[src/rtl/demosaic_pkg.sv]
// Shared types for the parametrised Bayer demosaic engine: FSM states, CFA
// layouts, plane colours and the phase-to-colour mapping.
package demosaic_pkg;

   typedef enum logic [2:0] {
      S_IDLE,
      S_CHECK,
      S_LOAD,
      S_INTERP,
      S_SAVE,
      S_DONE
   } state_t;

   typedef enum logic [1:0] {
      CFA_RGGB = 2'd0,
      CFA_GRBG = 2'd1,
      CFA_GBRG = 2'd2,
      CFA_BGGR = 2'd3
   } cfa_t;

   typedef enum logic [1:0] {
      COL_R = 2'd0,
      COL_G = 2'd1,
      COL_B = 2'd2
   } colour_t;

   // Phase {row parity, col parity} after folding in the CFA pattern bits.
   function automatic colour_t phase_colour(input logic [1:0] ph);
      case (ph)
         2'b00:   return COL_R;
         2'b11:   return COL_B;
         default: return COL_G;
      endcase
   endfunction

endpackage

[src/rtl/demosaic_nbr_addr.sv]
// Mirrored-border neighbour address generator. Works relative to the linear
// index so no multiplier is needed; mirroring swaps the step direction.
module demosaic_nbr_addr #(
   parameter int DIM_W  = 11,
   parameter int ADDR_W = 19
) (
   input  logic [DIM_W-1:0]  row,
   input  logic [DIM_W-1:0]  col,
   input  logic [DIM_W-1:0]  width,
   input  logic [DIM_W-1:0]  height,
   input  logic [ADDR_W-1:0] idx,
   input  logic [1:0]        k,
   input  logic              rb_site,
   output logic [ADDR_W-1:0] addr_x,
   output logic [ADDR_W-1:0] addr_y
);

   logic [ADDR_W-1:0] wl;
   logic              at_top, at_bot, at_left, at_right;
   logic [ADDR_W-1:0] up, down, left, right, ul, ur, dl, dr;

   assign wl       = ADDR_W'(width);
   assign at_top   = (row == '0);
   assign at_bot   = (row == height - DIM_W'(1));
   assign at_left  = (col == '0);
   assign at_right = (col == width - DIM_W'(1));

   assign up    = at_top ? idx + wl : idx - wl;
   assign down  = at_bot ? idx - wl : idx + wl;
   assign left  = at_left  ? idx + ADDR_W'(1) : idx - ADDR_W'(1);
   assign right = at_right ? idx - ADDR_W'(1) : idx + ADDR_W'(1);
   assign ul    = at_left  ? up + ADDR_W'(1)   : up - ADDR_W'(1);
   assign ur    = at_right ? up - ADDR_W'(1)   : up + ADDR_W'(1);
   assign dl    = at_left  ? down + ADDR_W'(1) : down - ADDR_W'(1);
   assign dr    = at_right ? down - ADDR_W'(1) : down + ADDR_W'(1);

   // G site: x = horizontal pair, y = vertical pair. R/B site: x = G cross, y = diagonals.
   always_comb begin
      addr_x = left;
      addr_y = up;
      if (!rb_site) begin
         addr_x = k[0] ? right : left;
         addr_y = k[0] ? down  : up;
      end else begin
         case (k)
            2'd0:    begin addr_x = up;    addr_y = ul; end
            2'd1:    begin addr_x = left;  addr_y = ur; end
            2'd2:    begin addr_x = right; addr_y = dl; end
            default: begin addr_x = down;  addr_y = dr; end
         endcase
      end
   end

endmodule

[src/rtl/bayer_demosaic_param.sv]
// Bilinear Bayer demosaic: loads a raw mosaic into R/G/B plane memories, then
// fills each pixel's two missing channels from mirrored neighbours.
module bayer_demosaic_param
   import demosaic_pkg::*;
#(
   parameter int DATA_W = 8,
   parameter int DIM_W  = 11,
   parameter int ADDR_W = 19,
   parameter int ROUND  = 0
) (
   input  logic              clk,
   input  logic              reset,
   input  logic              in_en,
   input  logic [DIM_W-1:0]  width,
   input  logic [DIM_W-1:0]  height,
   input  logic [1:0]        pattern,
   output logic [ADDR_W-1:0] img_addr,
   input  logic [DATA_W-1:0] data_in,
   output logic              wr_r,
   output logic              wr_g,
   output logic              wr_b,
   output logic [ADDR_W-1:0] addr_r,
   output logic [ADDR_W-1:0] addr_g,
   output logic [ADDR_W-1:0] addr_b,
   output logic [DATA_W-1:0] wdata_r,
   output logic [DATA_W-1:0] wdata_g,
   output logic [DATA_W-1:0] wdata_b,
   input  logic [DATA_W-1:0] rdata_r,
   input  logic [DATA_W-1:0] rdata_g,
   input  logic [DATA_W-1:0] rdata_b,
   output logic              busy,
   output logic              done,
   output logic              err
);

   localparam int PROD_W = (2 * DIM_W > ADDR_W + 1) ? 2 * DIM_W : ADDR_W + 1;
   localparam int ACC_W  = DATA_W + 2;

   state_t            state;
   cfa_t              pat;
   logic [DIM_W-1:0]  w, h, row, col, next_row, next_col;
   logic [ADDR_W-1:0] idx, addr_x, addr_y;
   logic [1:0]        k, ph, pat_bits;
   logic [ACC_W-1:0]  acc_x, acc_y, bias, sum_x, sum_y;
   logic [DATA_W-1:0] rdata_x, rdata_y, avg_x, avg_y;
   logic [PROD_W-1:0] area;
   colour_t           native, x_col, y_col;
   logic              rb_site, last_k, last_pix, illegal;

   assign pat_bits = pat;
   assign ph       = {row[0] ^ pat_bits[1], col[0] ^ pat_bits[0]};
   assign native   = phase_colour(ph);
   assign rb_site  = (native != COL_G);
   assign last_k   = rb_site ? (k == 2'd3) : (k == 2'd1);
   assign last_pix = (row == h - DIM_W'(1)) && (col == w - DIM_W'(1));
   assign area     = PROD_W'(w) * PROD_W'(h);
   assign illegal  = (w < DIM_W'(2)) || (h < DIM_W'(2)) || (area > (PROD_W'(1) << ADDR_W));

   // x/y are the two missing colours of the current pixel, in neighbour-read order.
   always_comb begin
      x_col = COL_G;
      y_col = (native == COL_R) ? COL_B : COL_R;
      if (!rb_site) begin
         x_col = (ph == 2'b01) ? COL_R : COL_B;
         y_col = (ph == 2'b01) ? COL_B : COL_R;
      end
   end

   always_comb begin
      next_col = col + DIM_W'(1);
      next_row = row;
      if (col == w - DIM_W'(1)) begin
         next_col = '0;
         next_row = row + DIM_W'(1);
      end
   end

   always_comb begin
      case (x_col)
         COL_R:   rdata_x = rdata_r;
         COL_G:   rdata_x = rdata_g;
         default: rdata_x = rdata_b;
      endcase
      case (y_col)
         COL_R:   rdata_y = rdata_r;
         COL_G:   rdata_y = rdata_g;
         default: rdata_y = rdata_b;
      endcase
   end

   // Divide by 2 or 4; the bias turns truncation into round-half-up.
   assign bias  = (ROUND != 0) ? (rb_site ? ACC_W'(2) : ACC_W'(1)) : '0;
   assign sum_x = acc_x + bias;
   assign sum_y = acc_y + bias;
   assign avg_x = rb_site ? sum_x[ACC_W-1:2] : sum_x[ACC_W-2:1];
   assign avg_y = rb_site ? sum_y[ACC_W-1:2] : sum_y[ACC_W-2:1];

   demosaic_nbr_addr #(.DIM_W(DIM_W), .ADDR_W(ADDR_W)) u_nbr (
      .row     (row),
      .col     (col),
      .width   (w),
      .height  (h),
      .idx     (idx),
      .k       (k),
      .rb_site (rb_site),
      .addr_x  (addr_x),
      .addr_y  (addr_y)
   );

   always_ff @(posedge clk or posedge reset) begin
      if (reset) begin
         state <= S_IDLE;
         pat   <= CFA_RGGB;
         w     <= '0;
         h     <= '0;
         row   <= '0;
         col   <= '0;
         idx   <= '0;
         k     <= '0;
         acc_x <= '0;
         acc_y <= '0;
         busy  <= 1'b0;
         done  <= 1'b0;
         err   <= 1'b0;
      end else begin
         done <= 1'b0;
         case (state)
            S_IDLE: begin
               if (in_en) begin
                  w     <= width;
                  h     <= height;
                  pat   <= cfa_t'(pattern);
                  busy  <= 1'b1;
                  err   <= 1'b0;
                  state <= S_CHECK;
               end
            end
            S_CHECK: begin
               row <= '0;
               col <= '0;
               idx <= '0;
               if (illegal) begin
                  err   <= 1'b1;
                  done  <= 1'b1;
                  state <= S_DONE;
               end else begin
                  state <= S_LOAD;
               end
            end
            S_LOAD: begin
               if (last_pix) begin
                  row   <= '0;
                  col   <= '0;
                  idx   <= '0;
                  k     <= '0;
                  state <= S_INTERP;
               end else begin
                  row <= next_row;
                  col <= next_col;
                  idx <= idx + ADDR_W'(1);
               end
            end
            S_INTERP: begin
               acc_x <= acc_x + {2'b00, rdata_x};
               acc_y <= acc_y + {2'b00, rdata_y};
               k     <= k + 2'd1;
               if (last_k) state <= S_SAVE;
            end
            S_SAVE: begin
               acc_x <= '0;
               acc_y <= '0;
               k     <= '0;
               if (last_pix) begin
                  done  <= 1'b1;
                  state <= S_DONE;
               end else begin
                  row   <= next_row;
                  col   <= next_col;
                  idx   <= idx + ADDR_W'(1);
                  state <= S_INTERP;
               end
            end
            default: begin
               busy  <= 1'b0;
               err   <= 1'b0;
               state <= S_IDLE;
            end
         endcase
      end
   end

   // Memory-side outputs are decoded from the registered state and counters.
   always_comb begin
      img_addr = '0;
      wr_r     = 1'b0;
      wr_g     = 1'b0;
      wr_b     = 1'b0;
      addr_r   = '0;
      addr_g   = '0;
      addr_b   = '0;
      wdata_r  = '0;
      wdata_g  = '0;
      wdata_b  = '0;
      case (state)
         S_LOAD: begin
            img_addr = idx;
            addr_r   = idx;
            addr_g   = idx;
            addr_b   = idx;
            wdata_r  = data_in;
            wdata_g  = data_in;
            wdata_b  = data_in;
            wr_r     = (native == COL_R);
            wr_g     = (native == COL_G);
            wr_b     = (native == COL_B);
         end
         S_INTERP: begin
            if (x_col == COL_R) addr_r = addr_x;
            else if (y_col == COL_R) addr_r = addr_y;
            if (x_col == COL_G) addr_g = addr_x;
            else if (y_col == COL_G) addr_g = addr_y;
            if (x_col == COL_B) addr_b = addr_x;
            else if (y_col == COL_B) addr_b = addr_y;
         end
         S_SAVE: begin
            if (native != COL_R) begin
               wr_r    = 1'b1;
               addr_r  = idx;
               wdata_r = (x_col == COL_R) ? avg_x : avg_y;
            end
            if (native != COL_G) begin
               wr_g    = 1'b1;
               addr_g  = idx;
               wdata_g = (x_col == COL_G) ? avg_x : avg_y;
            end
            if (native != COL_B) begin
               wr_b    = 1'b1;
               addr_b  = idx;
               wdata_b = (x_col == COL_B) ? avg_x : avg_y;
            end
         end
         default: ;
      endcase
   end

endmodule

[config.mk]
export PLATFORM = sky130hd
export DESIGN_NAME = bayer_demosaic_param
export DESIGN_NICKNAME = d
export VERILOG_FILES = /design/src/rtl/demosaic_pkg.sv /design/src/rtl/demosaic_nbr_addr.sv /design/src/rtl/bayer_demosaic_param.sv
export SDC_FILE = /design/constraint.sdc
export NUM_CORES = 1
export LEC_CHECK = 0
export CORE_MARGIN = 2
export CORE_UTILIZATION = 30
export CTS_CLUSTER_SIZE = 24
export DETAILED_ROUTE_END_ITERATION = 10
export PLACE_DENSITY_LB_ADDON = 0.3
export SYNTH_ARGS = -nofsm -noshare
export SYNTH_HDL_FRONTEND = slang
export SYNTH_HIERARCHICAL = 1
export SYNTH_SLANG_ARGS = --single-unit
export TNS_END_PERCENT = 100
[constraint.sdc]
create_clock -name clk -period 12.99 [get_ports clk]
set_input_delay 1.9485 -clock clk [delete_from_list [all_inputs] [get_ports clk]]
set_output_delay 1.9485 -clock clk [all_outputs]
set_load 0.05 [all_outputs]
==> results of run 1 <==
-- worst min path at each step --
stage	end	cells past startpoint
global placement	acc_y[9]$_DFFE_PP0P_	1
global route	acc_y[9]$_DFFE_PP0P_	1
detailed placement	acc_y[9]$_DFFE_PP0P_	1
CTS	acc_y[9]$_DFFE_PP0P_	1
floorplan	acc_y[9]$_DFFE_PP0P_	1
finish	acc_y[9]$_DFFE_PP0P_	1
-- routing by layer --
metal / GRT usage (%) / up-vias / routed length, um
met5: 0 / - / 0
met4: 6.78 / 0 / 1960
met3: 2.38 / 109 / 4860
met2: 35.4 / 817 / 35200
met1: 31.1 / 10200 / 34000
li1: - / 9778 / -
-- cells in the final DEF (no fill, tap or decap), drive strengths merged, types with 87 or more instances in the layout --
cell,count
a21oi,178
dfrtp,93
clkdlybuf4s50,164
nand2,360
nor2,229
inv,178
xnor2,133
o21ai,210
and2,87
ha,115
-- per-stage QoR --
stage	hold slack, ns	area [um2]	worst slack (ns)	util (%)	std cells
floorplan	0.444	19700	5.43	-	2755
global placement	0.463	22000	4.46	34.1	3634
detailed placement	0.478	22000	4.39	34.1	3634
CTS	0.490	22300	3.92	34.6	3650
global route	0.516	22300	3.31	34.6	3650
finish	0.481	22300	3.87	34.6	3650
-- flip-flops by register name, indices dropped and copies added (netlist names) --
| signal | flops |
|---|---|
| h | 11 |
| idx | 19 |
| k | 2 |
| busy | 1 |
| acc_x | 10 |
| err | 1 |
| col | 11 |
| state | 3 |
| pat | 2 |
| done | 1 |
| row | 11 |
| acc_y | 10 |
| w | 11 |
-- cells by family after synthesis --
kind of cell               count (synthesis)  synth area share [%]
and+or+nand+nor                         1067                  26.5
AOI/OAI and AO/OA                        731                  24.2
buffers and inverters                    370                  7.30
xor gates and xnor gates                 199                  8.86
adders and majority gates                199                  15.9
muxes                                     96                  5.48
DFF                                       93                  11.8
-- power by group --
group | internal [mW] | switching, mW | leakage, nW
clock | 0.156 | 0.148 | 0.158
sequential | 0.289 | 0 | 1.15
combinational | 0.0309 | 0.0391 | 7.92
total | 0.476 | 0.187 | 9.23
-- layout make-up --
cell class	instances	area [um2]	share of cell area (%)
multi-input cells	2292	15900	71.2
flip-flops and latches	93	2330	10.4
repair buffers	216	2030	9.09
well taps	855	1070	4.79
inverters	178	671	3.00
clock buffers	9	225	1.01
clock inverters	7	100	0.448
-- worst register-to-register path, cell delays in order, from the launching register on --
cell and delay (ns):
dfrtp_1 0.90, nand2_1 0.18, fa_1 0.57, inv_1 0.05, fa_1 0.53, fa_1 0.46, fa_1 0.56, inv_1 0.06
fa_1 0.52, inv_1 0.04, ha_1 0.43, a21o_1 0.27, a32o_1 0.24, and3_1 0.18, a2111oi_0 0.33, o2111ai_1 0.20
nor4_1 0.29, a32oi_1 0.16, nor4_1 0.18, buf_4 0.20, o211ai_1 0.10
==> results_dict.tcl, run 1 <==
set metrics [dict create \
    cpLargestDelayFamily "simple AND/OR/NAND/NOR gates" \
    crit_path_start_kind "flip-flop" \
    grt_pass1_vias 19600 \
    setup_tns_ns 0 \
    final.setup_skew_ns 0.0169 \
    synth_seq_cells 93 \
    die_width_um 260 \
    yosysSeqAreaShare_pct 11.8 \
    rows 93 \
    critPathRequiredTime_ns 11.04 \
    r2r-end "state[0]$_DFFE_PP0P_" \
    max_freq_mhz 110 \
    synth_top_area_cell "dfrtp_1" \
    clk_pin_slew_ns 0.08 \
    fin_nets 3048 \
    cts_tree "built" \
    power.total_mw 0.663 \
    synth_warnings 6 \
    synth_common_cells "360 x nand2_1, 229 x nor2_1, 204 x o21ai_0" \
    cts.sinks 93 \
    port_buffers 164 \
    start_util_pct 30.5 \
    cts_hold_buf 0 \
    worstPathCellList "inv_1, fa_1, o21bai_1, nor4b_1, nor3_1, xnor2_1, o21ai_0, or4b_4, or4_4, o31ai_1, xor2_1, mux2_2, a21oi_1, nand2_1, nor2_1, a21oi_1, o21ai_0, clkdlybuf4s50_1" \
    ioPinCount 165 \
    synth_fp_nets 3013 \
    ys.flop_type "dfrtp_1" \
    drc 0 \
    wl_um 76100 \
    p_leak_nw 9.23 \
    grt_max_degree 85 \
    yosys.cell_types.count 104 \
    drive_above_1_share_pct 6.26 \
    critPathKind "flip-flop to output pin" \
    num-fill-cells 6968 \
    diodes 0 \
    cts_max_path_buffers 2 \
    rr_worst_depth 20 \
    slew_violations 0 \
    synthCells 2755 \
    arrival_ns 7.18 \
    fp.dieH_um 260 \
    r2r-start "h[4]$_DFFE_PP0P_" \
    antenna_found_initial 0 \
    worst_pin_slew_ns 1.32 \
    end_kind "output pin" \
    period_share_pct 70.2 \
    yosysMostFrequentCell "nand2_1" \
    cp.depth 18 \
    drt-wirelength-per-cell_um 20.8 \
    cts_buffers 9 \
    regToRegSetupSlack_ns 6.41 \
    drtIter0Drc 1936 \
    grt_overflow 0 \
    status "finished, final reports clean" \
    syn2layout_area_growth_pct 13.6 \
    worst_path_max_delay_cell "clkdlybuf4s50_1" \
    setup_viol 0 \
    clk_latency_ns 0.39 \
    min-delay-start "acc_y[9]$_DFFE_PP0P_" \
    async_reset_ff_share_pct 100 \
    rsz0062_at_grt "no" \
    ir_drop_mv 0.0617 \
    cts_setup_buffers 0 \
    synth.area.top_cells "dfrtp_1 12%, fa_1 8.5%, ha_1 7.3%, nand2_1 6.9%, xnor2_1 5.9%" \
    slew_headroom_pct 11.1 \
    ctsRootBufferMaster "clkbuf_16" \
    p_per_area_nw_per_um2 29.7 \
    synth_edf_count 0 \
    syn_area_um2 19700 \
    worstPathMaxFanout 21 \
    grtUsageTotal_pct 22.1 \
    crit_start "w[1]$_DFFE_PP0P_" \
    synth_top_cell_area_share_pct 11.8 \
    min_path_type "flip-flop to flip-flop" \
    vias_per_cell 5.73 \
    die_area_um2 67600 \
    antenna_left 0 \
    syn_area_per_cell_um2 7.14 \
    grt_pass1_wl_um 118000 \
    max-cap-violations 0 \
    hold_violations 0 \
    core-area_um2 64600 \
    postCtsResizedCells 0 \
    slowest_delay_ns 0.83 \
    detailroute.via_count 20900 \
    finalCriticalPeriod_ns 9.12 \
    path_buf_inv 2 \
    place_congestion 0.960 \
    place_hpwl_um 56700 \
    drt_pass1_iterations 6 \
    htree_num_levels 3 \
    crit_end "addr_b[13]" \
]
Power figures use the tool's default switching activity.
==> run 2, diff against run 1 <==
==> constraint.sdc (replaced) <==
create_clock -name clk -period 8 [get_ports clk]
set_input_delay 1.2 -clock clk [delete_from_list [all_inputs] [get_ports clk]]
set_output_delay 1.2 -clock clk [all_outputs]
set_load 0.05 [all_outputs]
==> results_dict.tcl, run 2 (synthesized netlist as in run 1, its figures left out) <==
set metrics [dict create \
    detailroute.via_count 21000 \
    pwr-share-clk_pct 44.8 \
    crit_path_start_kind "flip-flop" \
    drtIter0Drc 1958 \
    final_cell_mix "360 x nand2_1, 228 x nor2_1, 204 x o21ai_0" \
    max_freq_mhz 133 \
    clk_pin_slew_ns 0.08 \
    setup_tns_ns 0 \
    drt-wirelength-per-cell_um 21.0 \
    p_per_area_nw_per_um2 47.0 \
    slew_violations 0 \
    htree_num_levels 3 \
    fin_cells 3673 \
    ctsRootBufferMaster "clkbuf_16" \
    fp.dieH_um 260 \
    ir_drop_mv 0.106 \
    power.total_mw 1.06 \
    period_share_pct 94.3 \
    rsz0062_at_grt "no" \
    place_congestion 0.962 \
    p_leak_nw 9.38 \
    cts_hold_buf 0 \
    vias_per_cell 5.72 \
    min_path_cells 1 \
    grt_overflow 0 \
    p_sw_mw 0.314 \
    pre_cts_slack_ns 0.944 \
    diodes 0 \
    p_int_mw 0.743 \
    port_buffers 164 \
    regToRegSetupSlack_ns 1.48 \
    cts_max_path_buffers 2 \
    rr_worst_depth 21 \
    fin_nets 3071 \
    postCtsResizedCells 0 \
    cts_tree "built" \
    slew_headroom_pct 15.6 \
    grtUsageTotal_pct 22.4 \
    setup_viol 0 \
    critPathKind "flip-flop to output pin" \
    antenna_left 0 \
    cts_buffers 9 \
    end_kind "output pin" \
    status "finished, final reports clean" \
    r2r-start "h[3]$_DFFE_PP0P_" \
    critPathRequiredTime_ns 6.80 \
    drive_above_1_share_pct 7.74 \
    cts.sinks 93 \
    place_hpwl_um 58500 \
    rows 93 \
    min_path_type "flip-flop to flip-flop" \
    clk_latency_ns 0.41 \
    grt_max_degree 64 \
    syn2layout_area_growth_pct 14.3 \
    dp_cells 3657 \
    die_area_um2 67600 \
    arrival_ns 6.34 \
    r2r-end "done$_DFF_PP0_" \
    largest_register "idx" \
    grt_pass1_vias 19700 \
    largest_register_ffs 19 \
    grt_pass1_wl_um 119000 \
    min-delay-start "acc_y[9]$_DFFE_PP0P_" \
    hold_violations 0 \
    worstPathMaxFanout 19 \
    sw_frac_of_total_pct 29.7 \
    setup_ws_ns 0.457 \
    drc 0 \
    wl_um 77000 \
    drt_pass1_iterations 6 \
    start_util_pct 30.5 \
    finalCriticalPeriod_ns 7.54 \
    hold_end "acc_y[9]$_DFFE_PP0P_" \
    worst_pin_slew_ns 1.26 \
    core-area_um2 64600 \
    final_common_cell "nand2_1" \
    final.setup_skew_ns 0.0230 \
    die_width_um 260 \
    pwr-share-comb_pct 10.7 \
    num-fill-cells 6927 \
    sequentialPowerShare_pct 44.4 \
    antenna_found_initial 0 \
    max-cap-violations 0 \
    cts_setup_buffers 0 \
    ioPinCount 165 \
]
-- run 2: area by class of cell --
| cell class | count | area, um2 | share of cell area (%) |
|---|---|---|---|
| inverter | 178 | 671 | 2.98 |
| clock buffer | 9 | 225 | 1.00 |
| timing repair buffer | 239 | 2180 | 9.71 |
| tap | 855 | 1070 | 4.76 |
| multi-input combinational | 2292 | 15900 | 70.8 |
| sequential | 93 | 2330 | 10.4 |
| clock inverter | 7 | 76.3 | 0.339 |
-- run 2: power groups by stage --
stage | Combinational (mW) | Sequential [mW] | Clock, mW
floorplan | 0.0572 | 0.479 | 0
global placement | 0.113 | 0.479 | 0
detailed placement | 0.114 | 0.479 | 0
CTS | 0.114 | 0.470 | 0.489
global route | 0.122 | 0.470 | 0.502
finish | 0.114 | 0.470 | 0.474
-- run 2: worst max-delay path by stage --
| stage | start | endpoint | slack [ns] | cells after the start |
|---|---|---|---|---|
| floorplan | idx[0]$_DFFE_PP0P_ | addr_r[15] | 1.19 | 19 |
| global placement | h[1]$_DFFE_PP0P_ | addr_r[11] | 1.05 | 18 |
| global route | h[1]$_DFFE_PP0P_ | addr_r[11] | 0.07 | 18 |
| detailed placement | h[1]$_DFFE_PP0P_ | addr_r[11] | 0.94 | 18 |
| finish | h[1]$_DFFE_PP0P_ | addr_r[11] | 0.46 | 18 |
| CTS | h[1]$_DFFE_PP0P_ | addr_r[11] | 0.48 | 18 |
-- run 2: critical path, stage by stage, from the launching register on --
cell and delay (ns):
dfrtp_1 0.63, inv_1 0.15, ha_1 0.22, nor3b_2 0.49
nand4_1 0.21, o32ai_1 0.36, o21ai_1 0.26, nor3_4 0.60
o211ai_2 0.27, a2111oi_4 0.59, a22oi_1 0.19, xnor2_1 0.17
mux2i_1 0.09, mux2i_1 0.33, nand2_1 0.09, nor2_1 0.10
a21oi_1 0.05, o21ai_0 0.26, clkdlybuf4s50_1 0.86
-- run 2: layer usage --
metal	track usage (%)	vias to the layer above	share of wire, %
li1	-	9828	-
met1	30.7	10100	44
met2	35.0	860	45
met3	3.16	155	6.7
met4	9.87	0	4.3
met5	0	-	0
-- run 2: stage by stage --
stage               hold WS, ns  area [um2]  utilization [%]
floorplan                 0.444       19700                -
global placement          0.459       22200             34.3
detailed placement        0.477       22200             34.3
CTS                       0.488       22500             34.8
global route              0.519       22500             34.8
finish                    0.484       22500             34.8
